### config.mk
export PLATFORM = sky130hd
export DESIGN_NAME = preload_sequencer
export DESIGN_NICKNAME = d
export VERILOG_FILES = /design/src/rtl/pre_load_pkg.sv /design/src/rtl/phase_counter.sv /design/src/rtl/preload_sequencer.sv
export SDC_FILE = /design/constraint.sdc
export NUM_CORES = 1
export LEC_CHECK = 0
export ABC_AREA = 1
export ABC_CLOCK_PERIOD_IN_PS = 2980
export BUFFER_PORTS_ARGS = -buffer_cell sky130_fd_sc_hd__buf_2
export CORE_MARGIN = 1
export CORE_UTILIZATION = 41
export CTS_BUF_LIST = sky130_fd_sc_hd__clkbuf_4 sky130_fd_sc_hd__clkbuf_8
export CTS_CLUSTER_SIZE = 25
export DETAILED_ROUTE_END_ITERATION = 6
export SLEW_MARGIN = 20
export SYNTH_ARGS = -nofsm -noshare
export SYNTH_HDL_FRONTEND = slang
export SYNTH_HIERARCHICAL = 1
export SYNTH_SLANG_ARGS = --single-unit
### constraint.sdc
create_clock -name clk -period 2.98 [get_ports clk]
set_input_delay 0 -clock clk [delete_from_list [all_inputs] [get_ports clk]]
set_output_delay 0 -clock clk [all_outputs]
set_load 0.02 [all_outputs]
### src/rtl/pre_load_pkg.sv
// Shared types and constants for the pre-load sequencer: FSM states,
// memory data/address widths and the default phase lengths.
package pre_load_pkg;

    typedef enum logic [2:0] {
        IDLE,
        LOAD_W,
        LOAD_A,
        LOAD_END,
        PRE_CW,
        CALC,
        FIN
    } state_t;

    localparam int ADDR_W   = 6;
    localparam int DATA_W   = 8;
    localparam int WEIGHT_W = 8;
    localparam int ACT_W    = 7;

    localparam int DEF_W_DEPTH    = 64;
    localparam int DEF_A_DEPTH    = 64;
    localparam int DEF_CW_CYCLES  = 3;
    localparam int DEF_CAL_CYCLES = 22;

    function automatic int max_int(input int a, input int b);
        return (a > b) ? a : b;
    endfunction

endpackage

### src/rtl/phase_counter.sv
// Loadable down-counter with a terminal-count flag; one instance is reused
// for every phase length of the sequencer.
module phase_counter #(
    parameter int WIDTH = 6
) (
    input  logic             clk,
    input  logic             rst,
    input  logic             load,
    input  logic [WIDTH-1:0] load_value,
    input  logic             dec,
    output logic [WIDTH-1:0] count,
    output logic             tc
);

    // NOTE: sequential state uses non-blocking assignments so every flop
    // samples the pre-edge values, independent of block evaluation order.
    always_ff @(posedge clk or negedge rst) begin
        if (!rst) begin
            count <= '0;
        end else if (load) begin
            count <= load_value;
        end else if (dec && (count != '0)) begin
            count <= count - WIDTH'(1);
        end
    end

    assign tc = (count == '0);

endmodule

### src/rtl/preload_sequencer.sv
// Pre-load unit controller: streams 64 weights then 64 activations into their
// memories, then sequences load_mem_done, PreLoad_CWeight and Cal for one tile.
module preload_sequencer
    import pre_load_pkg::*;
#(
    parameter int W_DEPTH    = DEF_W_DEPTH,
    parameter int A_DEPTH    = DEF_A_DEPTH,
    parameter int CW_CYCLES  = DEF_CW_CYCLES,
    parameter int CAL_CYCLES = DEF_CAL_CYCLES
) (
    input  logic                clk,
    input  logic                rst,
    input  logic                start,
    input  logic                abort,
    input  logic                in_valid,
    output logic                in_ready,
    input  logic [DATA_W-1:0]   in_data,
    output logic [WEIGHT_W-1:0] Weight,
    output logic [ADDR_W-1:0]   Weight_Mem_Address_in,
    output logic                weight_we,
    output logic [ACT_W-1:0]    Activation,
    output logic [ADDR_W-1:0]   Activation_Mem_Address_in,
    output logic                act_we,
    output logic                load_mem_done,
    output logic                PreLoad_CWeight,
    output logic                Cal,
    output logic                busy,
    output logic                done
);

    localparam int MAX_LEN = max_int(max_int(W_DEPTH, A_DEPTH),
                                     max_int(CW_CYCLES, CAL_CYCLES));
    localparam int CNT_W   = $clog2(MAX_LEN);

    state_t           state;
    logic             accept;
    logic             cnt_load;
    logic             cnt_dec;
    logic             cnt_tc;
    logic [CNT_W-1:0] cnt_load_value;
    logic [CNT_W-1:0] cnt;
    logic [ADDR_W-1:0] w_addr;
    logic [ADDR_W-1:0] a_addr;

    assign accept = in_valid && in_ready;

    // The counter holds beats remaining, so the write address counts up from 0.
    assign w_addr = ADDR_W'(W_DEPTH - 1 - int'(cnt));
    assign a_addr = ADDR_W'(A_DEPTH - 1 - int'(cnt));

    // NOTE: every signal driven here gets a default first, so no path through
    // the case leaves one unassigned and no latch is inferred.
    always_comb begin
        cnt_load       = 1'b0;
        cnt_dec        = 1'b0;
        cnt_load_value = '0;
        if (abort) begin
            cnt_load = 1'b1;
        end else begin
            case (state)
                IDLE: begin
                    if (start) begin
                        cnt_load       = 1'b1;
                        cnt_load_value = CNT_W'(W_DEPTH - 1);
                    end
                end
                LOAD_W: begin
                    if (accept && cnt_tc) begin
                        cnt_load       = 1'b1;
                        cnt_load_value = CNT_W'(A_DEPTH - 1);
                    end else if (accept) begin
                        cnt_dec = 1'b1;
                    end
                end
                LOAD_A: begin
                    if (accept && cnt_tc) begin
                        cnt_load = 1'b1;
                    end else if (accept) begin
                        cnt_dec = 1'b1;
                    end
                end
                LOAD_END: begin
                    cnt_load       = 1'b1;
                    cnt_load_value = CNT_W'(CW_CYCLES - 1);
                end
                PRE_CW: begin
                    if (cnt_tc) begin
                        cnt_load       = 1'b1;
                        cnt_load_value = CNT_W'(CAL_CYCLES - 1);
                    end else begin
                        cnt_dec = 1'b1;
                    end
                end
                CALC: begin
                    if (cnt_tc) begin
                        cnt_load = 1'b1;
                    end else begin
                        cnt_dec = 1'b1;
                    end
                end
                default: begin
                    cnt_load = 1'b1;
                end
            endcase
        end
    end

    phase_counter #(
        .WIDTH(CNT_W)
    ) u_phase_counter (
        .clk       (clk),
        .rst       (rst),
        .load      (cnt_load),
        .load_value(cnt_load_value),
        .dec       (cnt_dec),
        .count     (cnt),
        .tc        (cnt_tc)
    );

    // NOTE: the asynchronous reset clears every output register, data and
    // address included, so nothing from a cancelled job is left visible.
    always_ff @(posedge clk or negedge rst) begin
        if (!rst) begin
            state                     <= IDLE;
            in_ready                  <= 1'b0;
            Weight                    <= '0;
            Weight_Mem_Address_in     <= '0;
            weight_we                 <= 1'b0;
            Activation                <= '0;
            Activation_Mem_Address_in <= '0;
            act_we                    <= 1'b0;
            load_mem_done             <= 1'b0;
            PreLoad_CWeight           <= 1'b0;
            Cal                       <= 1'b0;
            busy                      <= 1'b0;
            done                      <= 1'b0;
        end else begin
            weight_we <= 1'b0;
            act_we    <= 1'b0;
            done      <= 1'b0;
            if (abort) begin
                state                     <= IDLE;
                in_ready                  <= 1'b0;
                Weight                    <= '0;
                Weight_Mem_Address_in     <= '0;
                Activation                <= '0;
                Activation_Mem_Address_in <= '0;
                load_mem_done             <= 1'b0;
                PreLoad_CWeight           <= 1'b0;
                Cal                       <= 1'b0;
                busy                      <= 1'b0;
            end else begin
                case (state)
                    IDLE: begin
                        if (start) begin
                            state    <= LOAD_W;
                            in_ready <= 1'b1;
                            busy     <= 1'b1;
                        end
                    end
                    LOAD_W: begin
                        if (accept) begin
                            Weight                <= in_data;
                            Weight_Mem_Address_in <= w_addr;
                            weight_we             <= 1'b1;
                            if (cnt_tc) begin
                                state <= LOAD_A;
                            end
                        end
                    end
                    LOAD_A: begin
                        if (accept) begin
                            Activation                <= in_data[ACT_W-1:0];
                            Activation_Mem_Address_in <= a_addr;
                            act_we                    <= 1'b1;
                            if (cnt_tc) begin
                                state         <= LOAD_END;
                                in_ready      <= 1'b0;
                                load_mem_done <= 1'b1;
                            end
                        end
                    end
                    LOAD_END: begin
                        state           <= PRE_CW;
                        PreLoad_CWeight <= 1'b1;
                    end
                    PRE_CW: begin
                        if (cnt_tc) begin
                            state           <= CALC;
                            PreLoad_CWeight <= 1'b0;
                            Cal             <= 1'b1;
                        end
                    end
                    CALC: begin
                        if (cnt_tc) begin
                            state <= FIN;
                            Cal   <= 1'b0;
                            done  <= 1'b1;
                        end
                    end
                    FIN: begin
                        state         <= IDLE;
                        busy          <= 1'b0;
                        load_mem_done <= 1'b0;
                    end
                    default: begin
                        state <= IDLE;
                    end
                endcase
            end
        end
    end

endmodule

==> flow_summary_export.csv <==
group,metric,value,unit
outcome,status,"complete, no violations",
synthesis,syn_avg_cell_area,9.30,sq um
critical_path,critPathKind,"reg2reg",
layout,fin_util,51.5,%
floorplanning,boundaryPins,48,
floorplanning,coreArea,5200,sq um
synthesis,syn-cell-area,2250,sq um
synthesis,synth.most_common_cell,"dfrtp_1",
routing,vias_per_cell,5.04,
clock_network,htree_levels,2,
critical_path,critical_path.top_delay_family,"simple AND/OR/NAND/NOR gates",
routing,drt_iter0_drc,97,
critical_path,cpMaxStageDelayCell,"dfrtp_1",
global_route,antenna_found_initial,0,
critical_path,max_stage_delay,0.41,ns
layout,drive_above_1_share,32.3,%
timing,setup_viol,0,
routing,via_count,1850,
routing,ant_nets,0,
power,ir_drop,0.262,mV
synthesis,synthTopCellsByArea,"dfrtp_1 (49%), nand3_1 (9.6%), o21ai_2 (8.2%)",
floorplanning,die_area,5790,sq um
synthesis,synth_edf_count,0,
timing,fin_crit_sh,73.9,%
floorplanning,die-width,76.1,um
clock_network,cts_buffers,5,
clock_network,clk-insertion-delay-late,0.30,ns
global_route,grt_use_total,18.4,%
global_route,grt_overflow,0,
timing,hold_viol,0,
layout,diodes,0,
clock_network,cts_max_path_buffers,2,
critical_path,critPathRequiredTime,3.18,ns
synthesis,synth_top_cell_by_area,"dfrtp_1",
routing,routedWlPerCell,13.5,um
critical_path,crit_path_start_kind,"flip-flop",
global_route,grt_max_degree,45,
power,p_leak,0.00142,uW
timing,worstMarginPinSlew,0.555,ns
critical_path,path_cells,"inv_1 -> ha_1 -> nand3_2 -> inv_1 -> nand3_1 -> inv_1 -> a21oi_1 -> nand2_1 -> inv_1 -> nand2_4 -> nand2_1 -> o21ai_2",
floorplanning,rows,26,
clock_network,root_buffer,"clkbuf_8",
power,finalPower,1920,uW
floorplanning,initial_core_util,43.2,%
critical_path,arrival,2.40,ns
global_route,grt_pass1_wl,8400,um
job,drv_cap,0,
timing,max-slew-margin-rel,63.0,%
routing,drt-total-wl,4940,um
synthesis,netlist_instances,242,
synthesis,async_reset_ff_share,100,%
clock_network,cts_tree,"built",
placed_design,post-dp-hpwl,3340,um
timing,fmax,454,MHz
synthesis,synth_fp_nets,257,
timing,drv_slew,0,
global_route,grt_pass1_vias,1788,
critical_path,cp_num_buf_inv,4,
floorplanning,die_y,76.1,um
min_path,hp-class,"in2reg",
layout,nets,312,
placed_design,dp_slack,0.836,ns
timing,whs,0.163,ns
timing,rsz0062_at_grt,"no",
timing,fin_setup_tns,0,ns
synthesis,synth_top_flop_cell,"dfrtp_1",
synthesis,yosysWarningCount,6,
power,p_per_area,718,nW/um^2
critical_path,critPathMostFrequentCell,"inv_1",
clock_network,cts.sinks,44,
routing,drt-pass1-iter-count,4,
timing,skew,0.00499,ns
timing,setup_ws,0.778,ns
placed_design,port_buffers,47,
synthesis,synth_commonest_cells,"dfrtp_1 (44), nand3_1 (43), nand2_1 (37), inv_1 (22), o21ai_2 (21)",
routing,drc_errors,0,
clock_network,cts.clk_slew.worst_paths,0.08,ns
synthesis,ys_types,30,
placed_design,gp_congestion,0.871,
timing,min_period,2.20,ns
critical_path,cp-end-kind,"flip-flop",
synthesis,ys_seq_area_share,48.9,%
synthesis,ys_ff_latch,44,
clock_network,post_cts_buffers,0,
critical_path,cp_max_fo,10,
layout,flow.area_growth_from_synthesis,19.0,%
synthesis,synth_top_area_share,48.9,%
## state kept, by name, indices dropped and copies added, names as in the netlist
signal and flops:
busy 1, load_mem_done 1, Activation 7, Cal 1
Activation_Mem_Address_in 6, PreLoad_CWeight 1, done 1, Weight 8
act_we 1, weight_we 1, Weight_Mem_Address_in 6, u_phase_counter/count 6
state 3, in_ready 1
## worst register-to-register path, cell delays in order (launching register included)
cell	delay, ns
dfrtp_1	0.41
inv_1	0.14
ha_1	0.23
nand3_2	0.10
inv_1	0.08
nand3_1	0.16
inv_1	0.07
a21oi_1	0.18
nand2_1	0.23
inv_1	0.27
nand2_4	0.10
nand2_1	0.08
o21ai_2	0.05
## layout by cell type, fill, tap and decap left out, drive strengths merged
cell type    synthesis  routed
a211oi               1       1
a21oi                9       9
a31oi                1       1
buf                 10      48
clkbuf               0       5
clkinv               0       1
clkinvlp             0       1
dfrtp               44      44
dlygate4sd3          0      10
ha                   2       2
inv                 28      28
nand2               42      42
nand3               47      47
nand4                1       1
nor2                18      18
nor3                 1       1
o21a                 1       1
o21ai               32      32
o22ai                1       1
or2                  1       1
xnor2                2       2
xor2                 1       1
## per-layer routing
metal / GRT usage [%] / routed length (um) / vias up
li1: - / - / 913
met1: 23.0 / 2280 / 876
met2: 29.5 / 2290 / 45
met3: 4.43 / 200 / 16
met4: 10.0 / 175 / 0
met5: 0 / 0 / -
## what timing repair did
action | in CTS | in global routing
hold endpoints to repair | 60 | 0
hold buffers | 10 | 0
gates resized for setup | 0 | 0
## worst paths after layout
check / slack [ns] / end / depth (start not counted) / start
min reg2reg: 0.50 / load_mem_done / 2 / load_mem_done
max: 0.78 / u_phase_counter/count[1] / 12 / u_phase_counter/count[0]
max in group asynchronous: 2.37 / in_ready / 2 / rst
min in group asynchronous: 0.22 / Cal / 2 / rst
max reg2reg: 0.78 / u_phase_counter/count[1] / 12 / u_phase_counter/count[0]
min: 0.16 / busy / 4 / start
## kinds of logic after synthesis
family	count (synthesis)	share of synthesized area, %
flip-flops	44	48.9
AND/OR/NAND/NOR	110	25.3
buffers and inverters	38	8.95
XOR/XNOR	3	1.17
AO/OA/AOI/OAI	45	14.5
adder cells (fa/ha/maj)	2	1.11
## area by class of cell
class	count	area, sq um
Sequential cell	44	1100
Clock inverter	2	12.5
Multi-Input combinational cell	160	948
Fill cell	528	2530
Clock buffer	5	68.8
Inverter	28	115
Timing Repair Buffer	58	345
Tap cell	70	87.6
## power by group
group | switching [uW] | internal [uW] | total (uW)
clock network | 206 | 159 | 365
registers | 123 | 692 | 815
logic | 485 | 259 | 744
## metrics by stage
stage,instances,cell area (sq um)
finish,367,2680
global route,367,2680
CTS,367,2680
detailed placement,350,2490
global placement,350,2490
floorplan,242,2250
Note: power is estimated with default switching activity, not from simulation.
